## src/rtl/tlb_cp0_ctl.sv

```systemverilog
// CP0 TLB register file (Index, Random, EntryLo0/1, PageMask, Wired, EntryHi)
// and the sequencer that drives TLBP/TLBR/TLBWI/TLBWR into the TLB array.
module tlb_cp0_ctl #(
  parameter int ENTRY_ADDR_WIDTH = 3
) (
  input  logic                        clk,
  input  logic                        res,
  input  logic                        cmd_valid,
  input  logic [1:0]                  cmd_op,
  output logic                        busy,
  output logic                        done,
  input  logic                        reg_we,
  input  logic [2:0]                  reg_sel,
  input  logic [31:0]                 reg_wdata,
  output logic [31:0]                 reg_rdata,
  output logic [7:0]                  asid,
  output logic                        tlb_probe,
  output logic [31:0]                 tlb_probe_vaddr,
  output logic [ENTRY_ADDR_WIDTH-1:0] tlb_index,
  output logic                        tlb_re,
  output logic                        tlb_we,
  output logic [31:0]                 tlb_hi_o,
  output logic [31:0]                 tlb_lo0_o,
  output logic [31:0]                 tlb_lo1_o,
  output logic [31:0]                 tlb_pm_o,
  input  logic [31:0]                 tlb_hi_i,
  input  logic [31:0]                 tlb_lo0_i,
  input  logic [31:0]                 tlb_lo1_i,
  input  logic [31:0]                 tlb_pm_i,
  input  logic                        tlb_found,
  input  logic [ENTRY_ADDR_WIDTH-1:0] tlb_matched_idx
);

  localparam int W = ENTRY_ADDR_WIDTH;
  localparam logic [W-1:0] MAX     = {W{1'b1}};
  localparam logic [31:0]  HI_MASK = 32'hFFFF_E0FF;
  localparam logic [31:0]  PM_MASK = 32'h1FFF_E000;

  localparam logic [2:0] SEL_INDEX  = 3'd0;
  localparam logic [2:0] SEL_RANDOM = 3'd1;
  localparam logic [2:0] SEL_LO0    = 3'd2;
  localparam logic [2:0] SEL_LO1    = 3'd3;
  localparam logic [2:0] SEL_PM     = 3'd4;
  localparam logic [2:0] SEL_WIRED  = 3'd5;
  localparam logic [2:0] SEL_HI     = 3'd6;

  typedef enum logic [2:0] {
    S_IDLE,
    S_PROBE,
    S_READ,
    S_WRITE,
    S_DONE
  } state_t;

  state_t state, state_next;

  logic         index_p;
  logic [W-1:0] index_lo;
  logic [W-1:0] random;
  logic [W-1:0] wired;
  logic [31:0]  entry_hi;
  logic [31:0]  entry_lo0;
  logic [31:0]  entry_lo1;
  logic [31:0]  page_mask;
  logic         wr_random;
  logic [W-1:0] rand_q;
  logic         accept;

  assign accept = (state == S_IDLE) && cmd_valid;

  always_ff @(posedge clk or posedge res) begin
    if (res) state <= S_IDLE;
    else     state <= state_next;
  end

  always_comb begin
    state_next = state;
    case (state)
      S_IDLE: begin
        if (cmd_valid) begin
          case (cmd_op)
            2'b00:   state_next = S_PROBE;
            2'b01:   state_next = S_READ;
            default: state_next = S_WRITE;
          endcase
        end
      end
      S_PROBE, S_READ, S_WRITE: state_next = S_DONE;
      S_DONE:  state_next = S_IDLE;
      default: state_next = S_IDLE;
    endcase
  end

  always_comb begin
    busy      = (state != S_IDLE);
    done      = (state == S_DONE);
    tlb_probe = (state == S_PROBE);
    tlb_re    = (state == S_READ);
    tlb_we    = (state == S_WRITE);
    tlb_index = index_lo;
    if (state == S_WRITE && wr_random) tlb_index = rand_q;
  end

  // TLBWR must use the Random value seen at accept, not the one a cycle later.
  always_ff @(posedge clk or posedge res) begin
    if (res) begin
      wr_random <= 1'b0;
      rand_q    <= '0;
    end else if (accept) begin
      wr_random <= (cmd_op == 2'b11);
      rand_q    <= random;
    end
  end

  // A software write can set only the index bits; it always clears P.
  always_ff @(posedge clk or posedge res) begin
    if (res) begin
      index_p  <= 1'b0;
      index_lo <= '0;
    end else if (state == S_PROBE) begin
      if (tlb_found) begin
        index_p  <= 1'b0;
        index_lo <= tlb_matched_idx;
      end else begin
        index_p  <= 1'b1;
      end
    end else if (reg_we && reg_sel == SEL_INDEX) begin
      index_p  <= 1'b0;
      index_lo <= reg_wdata[W-1:0];
    end
  end

  always_ff @(posedge clk or posedge res) begin
    if (res) begin
      wired  <= '0;
      random <= MAX;
    end else begin
      if (reg_we && reg_sel == SEL_WIRED) wired <= reg_wdata[W-1:0];
      if ((reg_we && reg_sel == SEL_WIRED) || wired == MAX || random == wired)
        random <= MAX;
      else
        random <= random - W'(1);
    end
  end

  // A TLBR capture takes priority over an mtc0 to the same register.
  always_ff @(posedge clk or posedge res) begin
    if (res) begin
      entry_hi  <= '0;
      entry_lo0 <= '0;
      entry_lo1 <= '0;
      page_mask <= '0;
    end else if (state == S_READ) begin
      entry_hi  <= tlb_hi_i & HI_MASK;
      entry_lo0 <= tlb_lo0_i;
      entry_lo1 <= tlb_lo1_i;
      page_mask <= tlb_pm_i & PM_MASK;
    end else if (reg_we) begin
      case (reg_sel)
        SEL_HI:  entry_hi  <= reg_wdata & HI_MASK;
        SEL_LO0: entry_lo0 <= reg_wdata;
        SEL_LO1: entry_lo1 <= reg_wdata;
        SEL_PM:  page_mask <= reg_wdata & PM_MASK;
        default: ;
      endcase
    end
  end

  always_comb begin
    reg_rdata = '0;
    case (reg_sel)
      SEL_INDEX:  reg_rdata = {index_p, {(31-W){1'b0}}, index_lo};
      SEL_RANDOM: reg_rdata = {{(32-W){1'b0}}, random};
      SEL_LO0:    reg_rdata = entry_lo0;
      SEL_LO1:    reg_rdata = entry_lo1;
      SEL_PM:     reg_rdata = page_mask;
      SEL_WIRED:  reg_rdata = {{(32-W){1'b0}}, wired};
      SEL_HI:     reg_rdata = entry_hi;
      default:    reg_rdata = '0;
    endcase
  end

  assign asid            = entry_hi[7:0];
  assign tlb_probe_vaddr = entry_hi;
  assign tlb_hi_o        = entry_hi;
  assign tlb_lo0_o       = entry_lo0;
  assign tlb_lo1_o       = entry_lo1;
  assign tlb_pm_o        = page_mask;

endmodule
```

## config.mk

```make
export PLATFORM = sky130hd
export DESIGN_NAME = tlb_cp0_ctl
export DESIGN_NICKNAME = d
export VERILOG_FILES = /design/src/rtl/tlb_cp0_ctl.sv
export SDC_FILE = /design/constraint.sdc
export NUM_CORES = 1
export LEC_CHECK = 0
export CAP_MARGIN = 15
export CORE_ASPECT_RATIO = 0.7
export CORE_UTILIZATION = 36
export DETAILED_ROUTE_END_ITERATION = 16
export GPL_TIMING_DRIVEN = 1
export PLACE_DENSITY = 0.79
export SYNTH_ARGS = -nofsm -noshare
export SYNTH_HDL_FRONTEND = slang
export SYNTH_SLANG_ARGS = --single-unit
```

## constraint.sdc

```tcl
create_clock -name clk -period 4.73 [get_ports clk]
set_input_delay 1.419 -clock clk [delete_from_list [all_inputs] [get_ports clk]]
set_output_delay 1.419 -clock clk [all_outputs]
set_load 0.02 [all_outputs]
```

Word-level counts from Yosys, hierarchy flattened --
Cells that the tools add are included.
Operators by class: muxes and demuxes 24, $add $sub $neg 1, equal/unequal tests 16, reductions and logical operators 22
Operators with widths (number):
- 32-bit two-way mux | 12
- 32-bit one-hot mux with 7 select lines | 1
- 3-bit two-way mux | 6
- 3-bit equality test, second input constant | 5
- 3-bit by 2-bit equality test with 1-bit output, second input constant | 4
- 2-bit nonzero test | 6
- 2-bit AND reduction | 5
- 3-bit by 1-bit equality test with 1-bit output, second input constant | 2
- 3-bit zero test | 2
- 3-bit one-hot mux with 2 select lines | 1
- 1-bit logical AND | 4
- 2-bit one-hot mux with 2 select lines | 1
- 3-bit equality test | 1
- 1-bit two-way mux | 3
- 3-bit nonzero test | 1
- 3-bit OR reduction | 1
- 3-bit by 1-bit subtractor with 3-bit output, second input constant | 1
- 2-bit by 1-bit equality test with 1-bit output, second input constant | 1
- 2-bit equality test, second input constant | 1
- 2-bit zero test | 1
- 1-bit logical OR | 2
- 2-bit by 1-bit inequality test with 1-bit output, second input constant | 1
- 2-bit inequality test, second input constant | 1
Storage, ports and cells: output and inout port bits 208, word-level logic and storage cells 74, input port bits 173, flip-flop bits (word level) 145

Depth between registers and ports, before layout --
depth after elaboration 5, mapped depth 7, gate-level depth less buffers 4

Worst setup path after synthesis --
OpenSTA, ideal clock, no wires.
path type in2out, start point in reg_sel[2], end point out reg_rdata[15], buffers on the path 3, data arrival time 2.605 ns, setup slack 0.706 ns, stages on the path 6, cell sequence buf_6 > and2b_1 > buf_2 > clkbuf_1 > a22oi_1 > o22ai_1
Between the ends: cells in the longest elaborated chain, start to end 2
Ends and longest elaborated chain:
- start: declaration | RTL line 13 | input logic [2:0] reg_sel,
- 3-bit equality test, or another cell as far along | RTL line 171 | case (reg_sel)
- 32-bit one-hot mux with 7 select lines * | RTL line 171
- end: declaration | RTL line 15 | output logic [31:0] reg_rdata,
Mark *: on every way between the ends. The rest lies on a longest branch, timed or not.

Worst setup path after layout --
start point in reg_sel[1], end point out reg_rdata[31]
The elaborated chain is that of the path after synthesis.

==> impl_results.md <==
* Status: complete, no violations
* R2R cell count at 4
* Worst hold path type: reg -> reg
* Cells along the critical path: clkdlybuf4s50_1, buf_4, buf_4, mux2_2, a21oi_1, o21ai_0, dlygate4sd2_1
* First-pass GRT wire length at ~38000 um
* PD cells at 627 mW/mm^2
* Hold buffer count at cts at 0
* Launch point of the critical path: reg_sel[1]
* Initial antenna violation count at 1
* CP Capture Type: primary output
* Slowest CP cell: clkdlybuf4s50_1
* Num CTS Buffers at 17
* Setup TNS at 0 ns
* Crit path to: reg_rdata[31]
* Placed Cells incl. Taps at 1279
* Max-cap violations at 0
* Finished Layout Cells at roughly 1300
* Synth top cells by count: nand2_1, dfrtp_1, mux2i_1
* Largest area contributor in the netlist: dfrtp_1
* Area Growth Syn to Fin at 55.8%
* Largest cells by area after synthesis: dfrtp_1, mux2i_1, buf_4
* Minimum clock period at around 4.6 ns
* CTS tree: done
* Tot GR Track Use at 0.249
* Worst-Skew Late Latency at between 0.4 and 0.5 ns
* Routability cong. at 0.828
* Top-count cell post-synth: nand2_1
* Hold Worst Slack at around 0.47 ns
* Mapped cell area at between 0.007 and 0.008 mm^2
* Final WL at approximately 25000 um
* Layout net count at approximately 1200
* Final Hold Vio Count at 0
* CP most frequent cell: buf_4
* Clock Tree Root: clkbuf_16
* Vias/cell at between 5 and 6
* Post-synth top area share at 0.425
* Slew HR at 0.366
* Mean Syn Cell Area at ~9.6 um^2
* Worst-Margin Slew at between 0.9 and 1 ns
* Largest net degree at the start of global routing at roughly 110
* Routed wire per std cell at 19.2 um
* Flop-to-flop setup slack at around 1.8 ns
* Largest buffer count on any clock path at 2
* PortBufs at around 330
* FF-to-FF Start: state[2]$_DFFE_PP0P_
* Core ar. at approximately 0.019 mm^2
* Count of different cell masters after synthesis at 49
* Post-DP HPWL at 18300 um
* Multi-input logic area at between 0.003 and 0.004 mm^2
* FILL cells at 1692
* Yosys Warn Count at 0
* RSZ-0062 raised after global routing: false
* Post-route DRC at 0
* Fin crit share at 0.962
* Asr flop ratio synth at 1.00
* DR pass1 iterations at 5
* Number of global-route vias before repair at 6680
* Io pins at between 300 and 400
* Tot Pwr at between 6 and 7 mW
* Static leakage at 4.89 nW
* Clk slew on worst S/H paths at 0.06 ns
* Register area at between 0.003 and 0.004 mm^2
* Kind of critical path: in -> out
* Post-synthesis cell count at 740
* Fmax at 220 MHz
* DR vias at 6675
* Startpoint types: primary input
* Final Skew at 0.0105 ns
* End of the worst register-to-register path: tlb_lo0_o[27]$_DFFE_PP0P_
* Initial Utilization at 0.372
* Register area share after synthesis at 0.436
* Peak supply drop at 0.000396 V
* Setup Viol. Count Final at 0
* Die Wd at between 150 and 200 um
* Critical Path RT at 3.31 ns
* Crit Path Max Fanout at 7
* Clock sink count at roughly 120
* Ys flop type: dfrtp_1
* Layout cells sized above 1 at 0.0917
* FP Rows at 42
* Post-synth EDFFs at 0
* Antenna viol nets, final at 0
* Die outline area at ~0.02 mm^2
* Die H at around 120 um
* Critical path's largest stage delay at 0.46 ns
* Slew Limit Fails at 0
* 1st-iter DRT viols at about 440
* Synth Register Bits at between 100 and 150
* Overflow after GRT at 0
* Diode count at 0
* Post-CTS setup buffer count at 0
* CP arrival at ~3.1 ns
* CTS HTree Levels at 4
power by group:
group / internal, mW / switching, mW
Combinational: 1.67 / 1.82
Sequential: 1.59 / 0.496
Clock: 0.909 / 0.482
area by class of cell:
cell class,count,area share
Timing Repair Buffer,368,0.330
Multi-Input combinational cell,513,0.300
Sequential cell,124,0.280
Clock buffer,21,0.0415
Tap cell,264,0.0298
Clock inverter,11,0.0151
Inverter,10,0.00361
through the flow:
stage / setup slack, ns / cell area, um^2 / util
after floorplan: 0.0167 / 7220 / -
after global placement: -0.225 / 10500 / 0.549
after detailed placement: -0.190 / 10500 / 0.549
after CTS: 0.00165 / 11100 / 0.580
after global routing: 0.131 / 11100 / 0.580
final: 0.179 / 11100 / 0.580
logic make-up (layout without fill, tap and decap cells):
family / after synthesis / count (layout) / synth area share
xor gates and xnor gates: 4 / 4 / 0.00492
buffers and inverters: 128 / 410 / 0.114
AOI/OAI and AO/OA: 184 / 184 / 0.149
and+or+nand+nor: 168 / 168 / 0.108
muxes: 130 / 130 / 0.187
other: 1 / 26 / 0.000526
DFF: 124 / 124 / 0.436
adders and majority gates: 1 / 1 / 0.00176
worst min path at each step:
stage	from	endpoint	cells past startpoint
floorplan	random[0]$_DFF_PP1_	random[0]$_DFF_PP1_	1
global placement	random[0]$_DFF_PP1_	random[0]$_DFF_PP1_	1
detailed placement	random[0]$_DFF_PP1_	random[0]$_DFF_PP1_	1
CTS	random[0]$_DFF_PP1_	random[0]$_DFF_PP1_	1
global route	random[0]$_DFF_PP1_	random[0]$_DFF_PP1_	1
finish	random[0]$_DFF_PP1_	random[0]$_DFF_PP1_	1
layout by cell type, fill, tap and decap left out, types with 4 or more instances in the layout:
cell type | synthesis | routed
bufinv_16 | 0 | 4
inv_1 | 10 | 9
clkbuf_16 | 0 | 17
mux2i_1 | 120 | 120
a21oi_1 | 13 | 13
o21ai_0 | 104 | 104
buf_12 | 0 | 8
nand2_1 | 125 | 125
a22oi_1 | 34 | 34
dlygate4sd2_1 | 0 | 30
mux2_2 | 8 | 8
or2_2 | 7 | 7
buf_4 | 77 | 26
nor2_1 | 10 | 10
conb_1 | 1 | 26
o21ai_1 | 8 | 8
o22ai_1 | 17 | 17
dfrtp_1 | 121 | 121
clkdlybuf4s50_1 | 0 | 299
sequential cells by signal, summed over array words and instances (netlist names):
name,flops
wired,3
random,3
wr_random,1
rand_q,3
state,3
tlb_lo0_o,32
tlb_hi_o,27
tlb_lo1_o,32
tlb_pm_o,16
index_p,1
index_lo,3
worst max-delay path, delay by kind of cell:
family | cells | cell delay (ns)
buf+inv | 4 | 1.13
mux | 1 | 0.33
compound gates | 2 | 0.25
metal layers:
layer	wire [um]	part of all wire	global-route usage
met4	268	0.011	0.0591
met1	11000	0.44	0.330
met5	10	0.00040	0
met3	2040	0.081	0.0683
met2	11800	0.47	0.401
what timing repair did:
item                                    in CTS  in global routing
endpoints found under the hold margin        0                  0
resized for setup                           31                  4
endpoints found under the setup margin      32                  3
Note: power is estimated with default switching activity, not from simulation.
